[src/rtl/enemy_walker_if.sv]
// Bundle between the enemy walker and the playfield: obstacle/flame maps in, sprite position and state out.
interface enemy_walker_if #(
  parameter int unsigned GRID_W = 12,
  parameter int unsigned GRID_H = 12
);
  localparam int unsigned CELLS = GRID_W * GRID_H;
  localparam int unsigned COL_W = $clog2(GRID_W);
  localparam int unsigned ROW_W = $clog2(GRID_H);

  logic             Enable;
  logic [CELLS-1:0] Block_Map;
  logic [CELLS-1:0] Flame_Map;
  logic [9:0]       Enemy_X;
  logic [9:0]       Enemy_Y;
  logic [COL_W-1:0] Enemy_Col;
  logic [ROW_W-1:0] Enemy_Row;
  logic [1:0]       Enemy_Dir;
  logic             Moving;
  logic             Alive;
  logic [7:0]       Step_Count;

  modport master (
    input  Enable, Block_Map, Flame_Map,
    output Enemy_X, Enemy_Y, Enemy_Col, Enemy_Row, Enemy_Dir, Moving, Alive, Step_Count
  );

  modport slave (
    output Enable, Block_Map, Flame_Map,
    input  Enemy_X, Enemy_Y, Enemy_Col, Enemy_Row, Enemy_Dir, Moving, Alive, Step_Count
  );
endinterface

[src/rtl/enemy_walker.sv]
// Grid-walking enemy: picks a direction at each tile centre from an LFSR and the
// obstacle map, glides to the neighbour tile in fixed pixel steps, dies in flame.
module enemy_walker #(
  parameter int unsigned GRID_W    = 12,
  parameter int unsigned GRID_H    = 12,
  parameter int unsigned TILE      = 40,
  parameter int unsigned STEP      = 1,
  parameter int unsigned START_COL = 1,
  parameter int unsigned START_ROW = 1,
  parameter logic [15:0] SEED      = 16'hACE1
) (
  input logic            Frame_Clk,
  input logic            Reset_N,
  enemy_walker_if.master bus
);
  localparam int unsigned CELLS     = GRID_W * GRID_H;
  localparam int unsigned IDX_W     = $clog2(CELLS);
  localparam int unsigned COL_W     = $clog2(GRID_W);
  localparam int unsigned ROW_W     = $clog2(GRID_H);
  localparam int unsigned LAST_STEP = TILE / STEP - 1;

  typedef enum logic [1:0] {S_IDLE, S_MOVE, S_DEAD} state_t;

  function automatic logic [IDX_W-1:0] tile_idx(input logic [ROW_W-1:0] r,
                                                input logic [COL_W-1:0] c);
    return IDX_W'(32'(r) * GRID_W + 32'(c));
  endfunction

  function automatic logic [9:0] centre(input int unsigned t);
    return 10'(t * TILE + TILE / 2);
  endfunction

  state_t           state_q, state_d;
  logic [9:0]       x_q, x_d, y_q, y_d;
  logic [COL_W-1:0] col_q, col_d, tcol_q, tcol_d;
  logic [ROW_W-1:0] row_q, row_d, trow_q, trow_d;
  logic [1:0]       dir_q, dir_d;
  logic [7:0]       cnt_q, cnt_d;
  logic [15:0]      lfsr_q, lfsr_d, lfsr_nx;
  logic             moving_q, alive_q;

  logic [COL_W-1:0] nb_col [4];
  logic [ROW_W-1:0] nb_row [4];
  logic [3:0]       open;
  logic [1:0]       pick, cand;
  logic             found;
  logic             flame_hit;

  // Neighbour tiles, which of them are enterable, and the direction choice
  always_comb begin
    nb_col[0] = col_q;                nb_row[0] = row_q - ROW_W'(1);
    nb_col[1] = col_q + COL_W'(1);    nb_row[1] = row_q;
    nb_col[2] = col_q;                nb_row[2] = row_q + ROW_W'(1);
    nb_col[3] = col_q - COL_W'(1);    nb_row[3] = row_q;

    open[0] = (row_q != '0) && !bus.Block_Map[tile_idx(nb_row[0], nb_col[0])];
    open[1] = (32'(col_q) < GRID_W - 1) && !bus.Block_Map[tile_idx(nb_row[1], nb_col[1])];
    open[2] = (32'(row_q) < GRID_H - 1) && !bus.Block_Map[tile_idx(nb_row[2], nb_col[2])];
    open[3] = (col_q != '0) && !bus.Block_Map[tile_idx(nb_row[3], nb_col[3])];

    pick  = dir_q;
    found = 1'b0;
    cand  = 2'd0;
    if (lfsr_q[3:2] != 2'b00 && open[dir_q]) begin
      found = 1'b1;
    end else begin
      // Scan downward so the lowest offset from d0 wins
      for (int k = 3; k >= 0; k--) begin
        cand = lfsr_q[1:0] + 2'(k);
        if (open[cand]) begin
          found = 1'b1;
          pick  = cand;
        end
      end
    end

    flame_hit = bus.Flame_Map[tile_idx(row_q, col_q)] ||
                ((state_q == S_MOVE) && bus.Flame_Map[tile_idx(trow_q, tcol_q)]);

    lfsr_nx = {1'b0, lfsr_q[15:1]} ^ (lfsr_q[0] ? 16'hB400 : 16'h0000);
  end

  // Next state: death outranks the enable freeze, which outranks walking
  always_comb begin
    state_d = state_q;
    x_d     = x_q;
    y_d     = y_q;
    col_d   = col_q;
    row_d   = row_q;
    tcol_d  = tcol_q;
    trow_d  = trow_q;
    dir_d   = dir_q;
    cnt_d   = cnt_q;
    lfsr_d  = lfsr_q;

    if (state_q != S_DEAD) begin
      if (flame_hit) begin
        state_d = S_DEAD;
      end else if (bus.Enable) begin
        lfsr_d = lfsr_nx;
        if (state_q == S_IDLE) begin
          if (found) begin
            dir_d   = pick;
            tcol_d  = nb_col[pick];
            trow_d  = nb_row[pick];
            state_d = S_MOVE;
          end
        end else if (cnt_q == 8'(LAST_STEP)) begin
          x_d     = centre(32'(tcol_q));
          y_d     = centre(32'(trow_q));
          col_d   = tcol_q;
          row_d   = trow_q;
          cnt_d   = '0;
          state_d = S_IDLE;
        end else begin
          cnt_d = cnt_q + 8'd1;
          unique case (dir_q)
            2'd0:    y_d = y_q - 10'(STEP);
            2'd1:    x_d = x_q + 10'(STEP);
            2'd2:    y_d = y_q + 10'(STEP);
            default: x_d = x_q - 10'(STEP);
          endcase
        end
      end
    end
  end

  always_ff @(posedge Frame_Clk or negedge Reset_N) begin
    if (!Reset_N) begin
      state_q  <= S_IDLE;
      x_q      <= centre(START_COL);
      y_q      <= centre(START_ROW);
      col_q    <= COL_W'(START_COL);
      row_q    <= ROW_W'(START_ROW);
      tcol_q   <= COL_W'(START_COL);
      trow_q   <= ROW_W'(START_ROW);
      dir_q    <= 2'd0;
      cnt_q    <= 8'd0;
      lfsr_q   <= SEED;
      moving_q <= 1'b0;
      alive_q  <= 1'b1;
    end else begin
      state_q  <= state_d;
      x_q      <= x_d;
      y_q      <= y_d;
      col_q    <= col_d;
      row_q    <= row_d;
      tcol_q   <= tcol_d;
      trow_q   <= trow_d;
      dir_q    <= dir_d;
      cnt_q    <= cnt_d;
      lfsr_q   <= lfsr_d;
      moving_q <= (state_d == S_MOVE);
      alive_q  <= (state_d != S_DEAD);
    end
  end

  assign bus.Enemy_X    = x_q;
  assign bus.Enemy_Y    = y_q;
  assign bus.Enemy_Col  = col_q;
  assign bus.Enemy_Row  = row_q;
  assign bus.Enemy_Dir  = dir_q;
  assign bus.Moving     = moving_q;
  assign bus.Alive      = alive_q;
  assign bus.Step_Count = cnt_q;
endmodule

[src/flat_wrapper.sv]
// flat-port wrapper written by rule: the top's interface ports become plain ports
module enemy_walker_flat 
#(
  parameter int unsigned GRID_W    = 12,
  parameter int unsigned GRID_H    = 12,
  parameter int unsigned TILE      = 40,
  parameter int unsigned STEP      = 1,
  parameter int unsigned START_COL = 1,
  parameter int unsigned START_ROW = 1,
  parameter logic [15:0] SEED      = 16'hACE1
)
  (Frame_Clk, Reset_N, bus_Enable, bus_Block_Map, bus_Flame_Map, bus_Enemy_X, bus_Enemy_Y, bus_Enemy_Col, bus_Enemy_Row, bus_Enemy_Dir, bus_Moving, bus_Alive, bus_Step_Count);
  enemy_walker_if #(.GRID_W(GRID_W), .GRID_H(GRID_H)) bus_i ();
  input logic Frame_Clk;
  input logic Reset_N;
  input wire logic [$bits(bus_i.Enable)-1:0] bus_Enable;
  input wire logic [$bits(bus_i.Block_Map)-1:0] bus_Block_Map;
  input wire logic [$bits(bus_i.Flame_Map)-1:0] bus_Flame_Map;
  output wire logic [$bits(bus_i.Enemy_X)-1:0] bus_Enemy_X;
  output wire logic [$bits(bus_i.Enemy_Y)-1:0] bus_Enemy_Y;
  output wire logic [$bits(bus_i.Enemy_Col)-1:0] bus_Enemy_Col;
  output wire logic [$bits(bus_i.Enemy_Row)-1:0] bus_Enemy_Row;
  output wire logic [$bits(bus_i.Enemy_Dir)-1:0] bus_Enemy_Dir;
  output wire logic [$bits(bus_i.Moving)-1:0] bus_Moving;
  output wire logic [$bits(bus_i.Alive)-1:0] bus_Alive;
  output wire logic [$bits(bus_i.Step_Count)-1:0] bus_Step_Count;
  assign bus_i.Enable = bus_Enable;
  assign bus_i.Block_Map = bus_Block_Map;
  assign bus_i.Flame_Map = bus_Flame_Map;
  assign bus_Enemy_X = bus_i.Enemy_X;
  assign bus_Enemy_Y = bus_i.Enemy_Y;
  assign bus_Enemy_Col = bus_i.Enemy_Col;
  assign bus_Enemy_Row = bus_i.Enemy_Row;
  assign bus_Enemy_Dir = bus_i.Enemy_Dir;
  assign bus_Moving = bus_i.Moving;
  assign bus_Alive = bus_i.Alive;
  assign bus_Step_Count = bus_i.Step_Count;
  enemy_walker #(.GRID_W(GRID_W), .GRID_H(GRID_H), .TILE(TILE), .STEP(STEP), .START_COL(START_COL), .START_ROW(START_ROW), .SEED(SEED)) u_core (.Frame_Clk(Frame_Clk), .Reset_N(Reset_N), .bus(bus_i));
endmodule
[config.mk]
export PLATFORM = sky130hd
export DESIGN_NAME = enemy_walker_flat
export DESIGN_NICKNAME = d
export VERILOG_FILES = /design/src/rtl/enemy_walker_if.sv /design/src/rtl/enemy_walker.sv /design/src/flat_wrapper.sv
export SDC_FILE = /design/constraint.sdc
export NUM_CORES = 1
export LEC_CHECK = 0
export CAP_MARGIN = 20
export CORE_MARGIN = 5
export CORE_UTILIZATION = 25
export CTS_CLUSTER_SIZE = 20
export DETAILED_ROUTE_END_ITERATION = 16
export PLACE_DENSITY = 0.59
export SLEW_MARGIN = 40
export SYNTH_ARGS = -nofsm -noshare
export SYNTH_HDL_FRONTEND = slang
export SYNTH_SLANG_ARGS = --single-unit
[constraint.sdc]
create_clock -name Frame_Clk -period 11.64 [get_ports Frame_Clk]
set_clock_uncertainty 0.15 [all_clocks]
set_input_delay 2.91 -clock Frame_Clk [delete_from_list [all_inputs] [get_ports Frame_Clk]]
set_output_delay 2.91 -clock Frame_Clk [all_outputs]
set_load 0.1 [all_outputs]
Word level (Yosys, flattened, before mapping)
Index checks and enable logic that the tools add are counted.
{"block": "word_totals", "reg_bits": 66, "inputBits": 291, "output_inout_bits": 40, "wordCells": 138}
{"block": "classes", "addsub": 20, "mul": 6, "order_cmp": 14, "n_eq_ne": 8, "mux": 50, "bitwise": 4, "reduce_logical": 24}
{"operator": "$lt 8x9->1 const B", "count": 6}
{"operator": "$add 8x4->8", "count": 6}
{"operator": "$bmux 1 s8", "count": 6}
{"operator": "$pmux 10 s2", "count": 2}
{"operator": "$mul 4x2->6 const B", "count": 4}
{"operator": "$mux 2", "count": 11}
{"operator": "$add 10x1->10 const B", "count": 2}
{"operator": "$add 10x5->10 const B", "count": 2}
{"operator": "$mux 10", "count": 2}
{"operator": "$reduce_and 5->1", "count": 4}
{"operator": "$sub 10x1->10 const B", "count": 2}
{"operator": "$bmux 4 s2", "count": 2}
{"operator": "$mux 1", "count": 16}
{"operator": "$mux 16", "count": 1}
{"operator": "$mux 4", "count": 4}
{"operator": "$xor 15x16->16", "count": 1}
{"operator": "$lt 2x3->1 const B", "count": 5}
{"operator": "$mul 4x3->7 const B", "count": 2}
{"operator": "$bmux 1 s2", "count": 5}
{"operator": "$add 4x1->4 const B", "count": 2}
{"operator": "$add 8x1->8 const B", "count": 1}
{"operator": "$eq 8x6->1 const B", "count": 1}
{"operator": "$lt 4x4->1 const B", "count": 2}
{"operator": "$mux 8", "count": 1}
{"operator": "20 further kinds", "count": 36}

Longest topological paths before layout
{"block": "logic_depth", "depth_word": 20, "mapped_depth": 24, "depth_no_buf": 17}

Worst setup path before layout
OpenSTA, ideal clock, no wires.
{"block": "synth_path", "path_type": "reg2reg", "startpoint": "register u_core.col_q[1], in the netlist u_core.bus.Enemy_Col[1]", "endpoint": "register u_core.trow_q[3]", "arrival_time_ns": 6.014, "t_required_ns": 11.359, "slack_ns": 5.344, "stages_incl_launch_ff": 20, "path_cell_list": "dfrtp_1 buf_2 buf_2 buf_1 clkbuf_1 nand3_1 xnor2_1 fa_1 xor2_1 mux4_2 nand2_1 nand3_1 and4_1 or3_2 o21ai_0 o221ai_1 and2_1 buf_2 and4b_1 or3_1"}
{"block": "synth_between", "elab_chain_len": 17}
{"element": "start, declared", "line": "enemy_walker.sv:35", "text": "logic [COL_W-1:0] col_q, col_d, tcol_q, tcol_d;"}
{"element": "start signal, assigned", "line": "enemy_walker.sv:133", "text": "col_q <= COL_W'(START_COL);"}
{"element": "start signal, assigned", "line": "enemy_walker.sv:146", "text": "col_q <= col_d;"}
{"element": "$add 4x1->4 / $sub 4x1->4 (equally long branches)", "line": "enemy_walker.sv:52, enemy_walker.sv:54"}
{"element": "$add 8x4->8", "line": "enemy_walker.sv:26", "text": "return IDX_W'(32'(r) * GRID_W + 32'(c));"}
{"element": "$bmux 1 s8, on equally long branches", "line": "enemy_walker.sv:57, enemy_walker.sv:59"}
{"element": "$mux 1, on equally long branches", "line": "enemy_walker.sv:57, enemy_walker.sv:59"}
{"element": "$logic_not 1->1, on equally long branches", "line": "enemy_walker.sv:57, enemy_walker.sv:59"}
{"element": "$logic_and 1x1->1, on equally long branches", "line": "enemy_walker.sv:57, enemy_walker.sv:59"}
{"element": "$bmux 1 s2", "line": "enemy_walker.sv:70", "text": "if (open[cand]) begin"}
{"element": "$mux 1 (implied by the code)", "line": "enemy_walker.sv:70"}
{"element": "$mux 2 (4 in series)", "line": "enemy_walker.sv:70"}
{"element": "$mux 2", "line": "enemy_walker.sv:64", "text": "if (lfsr_q[3:2] != 2'b00 && open[dir_q]) begin"}
{"element": "$not 2->3 (implied by the code)", "line": "enemy_walker.sv:105", "text": "trow_d = nb_row[pick];"}
{"element": "$bmux 4 s2", "line": "enemy_walker.sv:105"}
{"element": "$mux 4 (implied by the code) (2 in series)", "line": "enemy_walker.sv:105"}
{"element": "end signal, assigned", "line": "enemy_walker.sv:136", "text": "trow_q <= ROW_W'(START_ROW);"}
{"element": "end signal, assigned", "line": "enemy_walker.sv:149", "text": "trow_q <= trow_d;"}
{"element": "end, declared", "line": "enemy_walker.sv:36", "text": "logic [ROW_W-1:0] row_q, row_d, trow_q, trow_d;"}
Parallel ways exist; a longest one is shown, timed or not. The select of a mux whose other input is x is not followed.
A chain may end at the register's enable or synchronous reset.

Final worst setup path
{"block": "layout_path", "startpoint": "input port bus_Block_Map[80]", "endpoint": "register u_core.trow_q[3]"}
{"block": "layout_between", "elab_chain_len": 15}
{"element": "start, declared", "line": "flat_wrapper.sv:17", "text": "input wire logic [$bits(bus_i.Block_Map)-1:0] bus_Block_Map;"}
{"element": "$bmux 1 s8, on equally long branches"}
{"element": "$mux 1, on equally long branches"}
{"element": "$logic_not 1->1, on equally long branches"}
{"element": "$logic_and 1x1->1, on equally long branches"}
{"element": "$bmux 1 s2", "line": "enemy_walker.sv:70"}
{"element": "$mux 1 (implied by the code)", "line": "enemy_walker.sv:70"}
{"element": "$mux 2 (4 in series)", "line": "enemy_walker.sv:70"}
{"element": "$mux 2", "line": "enemy_walker.sv:64"}
{"element": "$not 2->3 (implied by the code)", "line": "enemy_walker.sv:105"}
{"element": "$bmux 4 s2", "line": "enemy_walker.sv:105"}
{"element": "$mux 4 (implied by the code) (2 in series)", "line": "enemy_walker.sv:105"}
Parallel ways exist; a longest one is shown, timed or not. The select of a mux whose other input is x is not followed.

==> results.yml <==
synth:
  synthFlopType: "dfrtp_1"
  yosysTopAreaCell: "mux4_2"
  synth_top_area_share_pct: 31.0
  ys_seq_elements: 66
  avgSynthCellArea_um2: 10.6
  syn-cell-area_um2: 12400
  syn-num-nets: 1535
  async_reset_ff_share_pct: 100
  yosys_warnings: 0
  yosysSeqAreaShare_pct: 13.6
  syn_inst: 1168
  synth.area.top_cells: "mux4_2 31%, dfrtp_1 9.1%, mux2i_1 7.2%"
  yosysUniqueCellTypes: 89
  synth_edf_count: 0
place:
  gp_congestion: 0.900
  dp_hpwl_mm: 37.9
  dpl_cell_area_um2: 16000
  io_buffers: 330
  dp_slack_ns: 4.31
final_layout:
  layout-drive-gt1-share_pct: 22.4
  stdcell_area_um2: 16300
  fillers: 4935
  syn2layout_area_growth_pct: 32.2
  multiInputGateArea_um2: 10100
  nets: 1809
  regArea_um2: 1680
  n_antenna_cell: 0
timing:
  fin_crit_sh_pct: 60.2
  slew_violations: 0
  layout_setup_ws_ns: 4.64
  worst_pin_slew_ns: 0.822
  rsz0062_at_grt: "false"
  period_minus_slack_ns: 7.00
  setup_violations: 0
  setup_tns_ns: 0
  slew_headroom_pct: 45.1
  finalHoldViolCount: 0
  holdWs_ns: 0.330
  max_freq_mhz: 143
power_and_ir_drop:
  power.leakage_nw: 5.78
  power_w: 0.00261
  p_per_area_nw_per_um2: 160
  peakVddDrop_mv: 0.0995
floorplan:
  die-area_um2: 54000
  die_h_um: 232
  rows: 81
  pin_count: 331
  die_width_um: 232
  initial_core_util_pct: 25.3
  core_area_um2: 49000
cts:
  cts_sinks: 66
  cts_tree: "done"
  cts_htree_levels: 3
  numCtsBuffers: 9
  cts_resized: 0
  ctsHoldBuffers: 0
  insertion_delay_ns: 0.33
  root_buffer: "clkbuf_16"
  clk_pin_slew_worst_paths_ns: 0.05
  post_cts_buffers: 0
  clk_path_buf_depth: 2
drt:
  drc: 0
  drt-total-wl_mm: 46.0
  routedWlPerCell_um: 21.8
  ant_nets: 0
  dr_total_vias: 11356
  dr.pass1.iters: 5
  vias_per_cell: 5.38
  drt_iter0_markers: 894
global_routing:
  grt_overflow: 0
  grt_usage_pct: 16.5
  grt_pass1_wl_mm: 70.3
  antenna_found_initial: 1
  grt_pass1_vias: 11707
  grt_start_max_net_pins: 75
setup_path:
  crit_required_ns: 11.70
  crit_end: "u_core.trow_q[3]"
  crit_path_start_kind: "input port"
  slowest_delay_ns: 0.57
  r2r_start: "u_core.bus.Enemy_Col[0]"
  reg2reg_depth: 16
  critPathCaptureType: "flip-flop"
  cp.arrival_ns: 7.06
  worstPathMaxFanout: 10
  cp_cell_sequence: "clkdlybuf4s50_1, mux4_2, mux2i_1, a2111oi_0, or4_1, a211oi_1, a211o_1, o32a_1, o221a_2, o221ai_1, and2_1, and4b_1, or3_1"
  critPathSlowestCell: "or4_1"
  r2r_end: "u_core.tcol_q[2]"
  startpoint: "bus_Block_Map[80]"
  critPathKind: "input port to flip-flop"
  rrSetupSlack_ns: 4.97
status:
  outcome: "finished clean"
hold_path:
  worstHoldPathType: "flip-flop to flip-flop"
job:
  cap_violations: 0
==> cells in the mapped netlist, types with 4 or more instances <==
cell         n
nand3_1     34
xnor2_1     50
o211ai_1     5
o21ai_1      4
nor4_1       6
xor2_1      27
nand2b_1    17
buf_2       20
dfrtp_1     45
o21bai_1     7
nor2b_1     17
nor3b_1      6
and2_1      13
or3_1        5
o22ai_1     12
a22oi_1     29
nand4_1     12
nor2_1      50
o31ai_1     11
buf_4       17
a21o_1      12
a22o_1       4
nand3b_1     6
nor3_1      13
fa_1        13
mux2_2      33
a211oi_1    11
or2_2        5
a21boi_0     4
a2111oi_0    6
mux2i_1     89
xnor3_1      6
and4_1       5
mux4_2     170
a21oi_1     49
dfstp_2     21
inv_1       39
nand2_1     77
buf_1       11
clkbuf_1    29
o21ai_0     43
ha_1        63
==> state kept, by name (all words and copies together), names as in the netlist, 2 cells and up, named ones only <==
register,count
u_core.tcol_q,4
u_core.bus.Enemy_Row,4
u_core.lfsr_q,16
u_core.bus.Enemy_X,10
u_core.bus.Enemy_Dir,2
u_core.bus.Step_Count,8
u_core.bus.Enemy_Col,4
u_core.trow_q,4
u_core.bus.Enemy_Y,10
==> report_power, final <==
part / internal, W / total, W / leakage (nW) / switching (W)
registers: 0.000337 / 0.000465 / 0.780 / 0.000128
logic: 0.000788 / 0.00185 / 4.85 / 0.00107
clock network: 0.000192 / 0.000290 / 0.156 / 0.0000976
total: 0.00132 / 0.00261 / 5.78 / 0.00129
==> per-layer routing <==
| metal | vias to the layer above | global-route usage [%] | part of all wire (%) |
|---|---|---|---|
| li1 | 5189 | - | - |
| met1 | 5658 | 22.3 | 43 |
| met2 | 442 | 27.7 | 48 |
| met3 | 65 | 2.84 | 6.7 |
| met4 | 2 | 4.04 | 2.4 |
| met5 | - | 0 | 0.028 |
==> worst max-delay path: cells and delay by family <==
family | cells | cell delay (ns)
and+or+nand+nor | 4 | 1.55
AOI/OAI and AO/OA | 6 | 1.42
muxes | 2 | 0.70
buffers and inverters | 1 | 0.46
==> through the flow <==
stage	std cells	utilization (%)
after detailed placement	2094	32.7
final	2111	33.4
after global placement	2094	33.0
after CTS	2110	33.3
after floorplan	1168	-
after global routing	2111	33.4
==> cell type report <==
cell class | instances | area share [%]
Timing Repair Buffer | 346 | 19.9
Clock inverter | 5 | 0.475
Tap cell | 664 | 5.08
Inverter | 42 | 0.965
Sequential cell | 66 | 10.3
Clock buffer | 11 | 1.49
Multi-Input combinational cell | 977 | 61.8
==> layout by cell type (no fill, tap or decap), types with 33 or more instances in the layout <==
master / Yosys / routed
o21ai_0: 43 / 43
ha_1: 63 / 62
nand2_1: 77 / 77
mux4_2: 170 / 170
mux2i_1: 89 / 89
xnor2_1: 50 / 50
nor2_1: 50 / 49
clkdlybuf4s50_1: 0 / 289
dfrtp_1: 45 / 43
mux2_2: 33 / 33
nand3_1: 34 / 34
buf_2: 20 / 41
inv_1: 39 / 39
a21oi_1: 49 / 49
==> worst min-delay path by stage <==
stage / startpoint / endpoint / cells past startpoint
2_1_floorplan: u_core.lfsr_q[12] / u_core.lfsr_q[12] / 2
3_3_place_gp: u_core.lfsr_q[12] / u_core.lfsr_q[12] / 2
3_5_place_dp: u_core.lfsr_q[12] / u_core.lfsr_q[12] / 2
4_1_cts: u_core.lfsr_q[13] / u_core.lfsr_q[13] / 2
5_1_grt: u_core.lfsr_q[13] / u_core.lfsr_q[13] / 2
6_report: u_core.lfsr_q[13] / u_core.lfsr_q[13] / 2
==> cells by family (layout without fill, tap and decap cells) <==
group	count (synthesis)	count (layout)	share of synthesized area [%]
buf+inv	125	404	5.04
mux	292	292	41.2
simple gates	284	284	11.7
xor+xnor	84	84	6.68
flops	66	66	13.6
compound gates	241	241	13.3
fa+ha+maj	76	76	8.48
Note: power is estimated with default switching activity, not from simulation.
